`config.mk`:
```
export PLATFORM = sky130hd
export DESIGN_NAME = fetch_line_compare
export DESIGN_NICKNAME = d
export VERILOG_FILES = /design/src/rtl/fetch_line_compare_pkg.sv /design/src/rtl/fetch_line_compare_line_breaker.sv /design/src/rtl/fetch_line_compare.sv
export SDC_FILE = /design/constraint.sdc
export NUM_CORES = 1
export LEC_CHECK = 0
export CAP_MARGIN = 20
export CORE_UTILIZATION = 29
export CTS_BUF_LIST = sky130_fd_sc_hd__clkbuf_8
export DETAILED_ROUTE_END_ITERATION = 8
export PLACE_DENSITY = 0.89
export SETUP_SLACK_MARGIN = 0.2
export SLEW_MARGIN = 0
export SYNTH_ARGS = -nofsm -noshare
export SYNTH_HDL_FRONTEND = slang
export SYNTH_HIERARCHICAL = 1
export SYNTH_SLANG_ARGS = --single-unit
```
`constraint.sdc`:
```
create_clock -name clk -period 5.35 [get_ports clk]
set_input_delay 1.07 -clock clk [delete_from_list [all_inputs] [get_ports clk]]
set_output_delay 1.07 -clock clk [all_outputs]
set_load 0.02 [all_outputs]
```
`src/rtl/fetch_line_compare_pkg.sv`:
```
// Shared definitions for the fetch front-end: opcode map, instruction field layout,
// and the P/N/E condition-flag bundle.
package fetch_line_compare_pkg;

    localparam int LINE_W  = 64;
    localparam int WORD_W  = 16;
    localparam int OPC_W   = 7;
    localparam int OPER_W  = 3;
    localparam int RAW_W   = 15;

    // Opcodes strictly below this value are handled by the integer pipe (NOP included).
    localparam logic [OPC_W-1:0] INT_OP_LIMIT = 7'd11;

    // Field positions inside a 16-bit instruction word.
    localparam int OPC_MSB    = 15;
    localparam int OPC_LSB    = 9;
    localparam int OPER_A_MSB = 8;
    localparam int OPER_A_LSB = 6;
    localparam int OPER_B_MSB = 5;
    localparam int OPER_B_LSB = 3;
    localparam int OPER_C_MSB = 2;
    localparam int OPER_C_LSB = 0;
    localparam int LDL_BIT    = 15;

    typedef enum logic [OPC_W-1:0] {
        OP_SSR   = 7'd40,
        OP_LSR   = 7'd41,
        OP_PUSH  = 7'd42,
        OP_POP   = 7'd43,
        OP_CALL  = 7'd44,
        OP_RET   = 7'd45,
        OP_CMP   = 7'd50,
        OP_JMP   = 7'd51,
        OP_JE    = 7'd52,
        OP_JP    = 7'd53,
        OP_JN    = 7'd54,
        OP_HLT   = 7'd59,
        OP_LOAD  = 7'd60,
        OP_STORE = 7'd61
    } opcode_e;

    typedef struct packed {
        logic p;
        logic n;
        logic e;
    } flags_t;

    function automatic logic is_int_op(input logic [OPC_W-1:0] opc);
        return opc < INT_OP_LIMIT;
    endfunction

endpackage

```
`src/rtl/fetch_line_compare_line_breaker.sv`:
```
// Selects one 16-bit instruction word out of a 64-bit I-cache line; word 0 sits in the
// least-significant lane.
module fetch_line_compare_line_breaker
    import fetch_line_compare_pkg::*;
(
    input  logic [1:0]        offset,
    input  logic [LINE_W-1:0] cache_dat,
    output logic [WORD_W-1:0] cur_op
);

    always_comb begin
        // NOTE: the default assignment first keeps this block latch-free even if the case is edited later.
        cur_op = cache_dat[15:0];
        unique case (offset)
            2'd0: cur_op = cache_dat[15:0];
            2'd1: cur_op = cache_dat[31:16];
            2'd2: cur_op = cache_dat[47:32];
            2'd3: cur_op = cache_dat[63:48];
            default: cur_op = cache_dat[15:0];
        endcase
    end

endmodule

```
`src/rtl/fetch_line_compare.sv`:
```
// Fetch/dispatch helper: picks the current instruction from the cache line, decodes its
// fields, compares two register operands unsigned and holds the P/N/E flags set by CMP.
module fetch_line_compare
    import fetch_line_compare_pkg::*;
(
    input  logic                clk,
    input  logic                rst,
    input  logic [1:0]          offset,
    input  logic [LINE_W-1:0]   cache_dat,
    input  logic [WORD_W-1:0]   a_dat,
    input  logic [WORD_W-1:0]   b_dat,
    input  logic                cmp_en,
    output logic [WORD_W-1:0]   cur_op,
    output logic [OPC_W-1:0]    opcode,
    output logic [OPER_W-1:0]   oper_a,
    output logic [OPER_W-1:0]   oper_b,
    output logic [OPER_W-1:0]   oper_c,
    output logic                ldl_bit,
    output logic [RAW_W-1:0]    raw_data,
    output logic                int_op,
    output logic                grtr,
    output logic                less,
    output logic                same,
    output logic                flag_p,
    output logic                flag_n,
    output logic                flag_e
);

    logic [WORD_W-1:0] w_cur_op;
    flags_t            w_cmp;
    flags_t            r_flags;

    fetch_line_compare_line_breaker u_line_breaker (
        .offset    (offset),
        .cache_dat (cache_dat),
        .cur_op    (w_cur_op)
    );

    assign cur_op   = w_cur_op;
    assign opcode   = w_cur_op[OPC_MSB:OPC_LSB];
    assign oper_a   = w_cur_op[OPER_A_MSB:OPER_A_LSB];
    assign oper_b   = w_cur_op[OPER_B_MSB:OPER_B_LSB];
    assign oper_c   = w_cur_op[OPER_C_MSB:OPER_C_LSB];
    assign ldl_bit  = w_cur_op[LDL_BIT];
    assign raw_data = w_cur_op[RAW_W-1:0];
    assign int_op   = is_int_op(w_cur_op[OPC_MSB:OPC_LSB]);

    // Unsigned compare: 16'hFFFF is the largest value, not -1.
    assign w_cmp.p = a_dat > b_dat;
    assign w_cmp.n = a_dat < b_dat;
    assign w_cmp.e = a_dat == b_dat;

    assign grtr = w_cmp.p;
    assign less = w_cmp.n;
    assign same = w_cmp.e;

    always_ff @(posedge clk) begin
        // NOTE: state registers use non-blocking assignments so every flop samples pre-edge values.
        if (rst) begin
            r_flags <= '0;
        end else if (cmp_en) begin
            r_flags <= w_cmp;
        end
    end

    assign flag_p = r_flags.p;
    assign flag_n = r_flags.n;
    assign flag_e = r_flags.e;

endmodule

```
==> impl_metrics.py <==
metrics = {
    "run_status": {
        "status": "completed",
    },
    "clock_network": {
        "cts-htree-levels": 1,
        "cts_made_buffers": 3,
        "clockRootBuffer": "clkbuf_8",
        "cts_buffer_depth": 2,
        "path_clk_slew_ns": 0.03,
        "insertion_delay_ns": 0.22,
        "post_cts_buffers": 0,
        "ctsResizeCount": 0,
        "cts_tree": "built",
        "cts.hold.buffers_added": 0,
        "clock_sink_count": 3,
    },
    "power_and_ir_drop": {
        "p_sw_uw": 137,
        "seqPwrFrac": 0.065,
        "leakage_nw": 1.11,
        "p_per_area_nw_per_um2": 141,
        "swShare": 0.364,
        "power.internal_uw": 239,
        "peakVddDrop_mv": 0.138,
        "clock_power_share": 0.172,
        "pwr-share-comb": 0.763,
    },
    "finish": {
        "drive_above_1_share": 0.0984,
        "nNetsFinal": 372,
        "antennaDiodeCount": 0,
        "area_growth_pct": 111,
        "multiInputGateArea_um2": 850,
        "most-common-layout-cells": "clkdlybuf4s50_1, inv_1, ha_1, mux4_2, a21oi_1",
        "final_common_cell": "clkdlybuf4s50_1",
        "fillers": 325,
        "seq_area_um2": 60.1,
    },
    "worst_setup_path": {
        "path_max_fanout": 9,
        "path_cells": "clkdlybuf4s50_1 -> buf_4 -> mux4_1 -> a2111oi_1 -> clkdlybuf4s50_1",
        "end_kind": "primary output",
        "slowest_stage": "clkdlybuf4s50_1",
        "r2r-end": "flag_p",
        "path_common_cell": "clkdlybuf4s50_1",
        "r2r-start": "flag_p",
        "reg2reg_depth": 3,
        "cpLargestDelayFamily": "buffers and inverters",
        "crit_buf_inv": 3,
        "required_ns": 4.28,
        "arrival_ns": 3.96,
        "slowest_delay_ns": 0.79,
        "cp-start-kind": "input pin",
        "reg2reg_slack_ns": 4.55,
        "worst-setup-path-type": "in -> out",
        "path_depth": 5,
    },
    "timing": {
        "max_freq_mhz": 199,
        "tightest_slew_ns": 0.544,
        "layout_min_cycle_time_ns": 5.03,
        "skew_ns": 0,
        "fin_ws_ns": 0.316,
        "maxSlewHeadroom": 0.637,
        "setup-violations-final": 0,
        "rsz0062_at_grt": "no",
        "report.final.slew_viol_count": 0,
        "setup_tns_ns": 0,
        "fin_crit_sh": 0.941,
        "finalHoldViolations": 0,
    },
    "hold_path": {
        "hold_path_depth": 2,
        "hold_path_class": "reg -> reg",
        "hold_start": "flag_e",
        "hold_path_end": "flag_e",
    },
    "route": {
        "vias": 1458,
        "dr.first_iter.drc_count": 48,
        "drt_pre_antenna_iters": 4,
        "viasPerCell": 4.80,
        "post_drt_wl_per_cell_um": 16.2,
        "ant_nets": 0,
        "drc": 0,
        "finalWirelength_um": 4920,
    },
    "yosys": {
        "ys_types": 32,
        "ys_warn_count": 6,
        "syn_area_per_cell_um2": 9.85,
        "synth_seq_area_share": 0.0476,
        "synthArstFlopShare": 0,
        "postSynthCellCount": 128,
        "synth_edf_count": 0,
        "syn_nets": 245,
        "synth_ff_type": "dfxtp_1",
        "syn_area_um2": 1260,
        "synth_seq_cells": 3,
    },
    "job": {
        "cap_violations": 0,
    },
    "die": {
        "die-area_um2": 4620,
        "fp.coreArea_um2": 4090,
        "fp.dieW_um": 67.9,
        "top_level_ports": 156,
        "fp.dieH_um": 67.9,
        "initial_core_util": 0.309,
        "row_count": 23,
    },
    "global_route": {
        "grt_util_all_layers": 0.194,
        "grt-ovfl-total": 0,
        "grt_pass1_vias": 1400,
        "grt_pass1_wl_um": 6590,
        "grt_max_degree": 11,
        "antenna_found_initial": 0,
    },
    "placed_design": {
        "post-place-ws_ns": 0.250,
        "port_buffers": 155,
        "post-dp-hpwl_um": 4320,
        "gp_congestion": 0.831,
    },
}
## power groups by stage
| stage | Combinational, mW | Sequential [mW] | Clock (mW) |
|---|---|---|---|
| 2_1_floorplan | 0.154 | 0.0262 | 0 |
| 3_3_place_gp | 0.281 | 0.0247 | 0 |
| 3_5_place_dp | 0.287 | 0.0247 | 0 |
| 4_1_cts | 0.288 | 0.0244 | 0.0660 |
| 5_1_grt | 0.302 | 0.0246 | 0.0699 |
| 6_report | 0.287 | 0.0245 | 0.0647 |
## Yosys cell counts (all sizes together) (2+ instances only)
cell type,n,area [um^2]
buf,36,282
inv,19,71.3
ha,16,200
mux4,16,383
a21oi,9,45.0
nand2,5,21.3
dfxtp,3,60.1
nand4,3,25.0
o21ai,3,18.8
a2111oi,2,17.5
a211oi,2,25.0
a41o,2,21.3
and2,2,12.5
and3,2,13.8
## registers in the layout, summed over array words and instances, names as in the netlist
register  cells
flag_p        1
flag_n        1
flag_e        1
## worst min-delay path, cell delays in order, from the launching register on
cell,delay [ns]
dfxtp_1,0.30
nand2_1,0.05
a21oi_1,0.06
## stage by stage
step / utilization / total power [mW] / instance area (um^2) / cells / hold WS (ns)
2_1_floorplan: - / 0.180 / 1260 / 128 / 0.527
3_3_place_gp: 0.640 / 0.306 / 2620 / 300 / 0.452
3_5_place_dp: 0.640 / 0.311 / 2620 / 300 / 0.453
4_1_cts: 0.651 / 0.379 / 2660 / 304 / 0.467
5_1_grt: 0.652 / 0.397 / 2660 / 304 / 0.494
6_report: 0.652 / 0.376 / 2660 / 304 / 0.469
## worst max path at each step
stage	start	end	slack, ns
global placement	offset[0]	int_op	0.33
finish	offset[0]	int_op	0.32
CTS	offset[0]	int_op	0.23
floorplan	offset[0]	int_op	1.01
detailed placement	offset[0]	int_op	0.25
global route	offset[0]	int_op	0.26
## metal layers
metal | global-route usage | up-vias | part of all wire
met2 | 0.379 | 90 | 0.51
met3 | 0.0750 | 11 | 0.14
met5 | 0 | - | 0
li1 | - | 699 | -
met1 | 0.178 | 658 | 0.33
met4 | 0.0703 | 0 | 0.019
## kinds of logic (layout without fill, tap and decap cells)
kind of cell               count (synthesis)  count (layout)  synth area share
and+or+nand+nor                           17              17            0.0903
muxes                                     16              16             0.304
adders and majority gates                 16              16             0.159
buffers and inverters                     55             181             0.280
DFF                                        3               3            0.0476
AOI/OAI and AO/OA                         21              21             0.120
## final cells by class
class,count,area share
inverter,19,0.0268
timing repair buffer,158,0.591
tap,50,0.0235
clock inverter,1,0.00141
multi-input combinational,70,0.319
sequential,3,0.0226
clock buffer,3,0.0155
No activity file was read; power rests on OpenSTA's default activity.
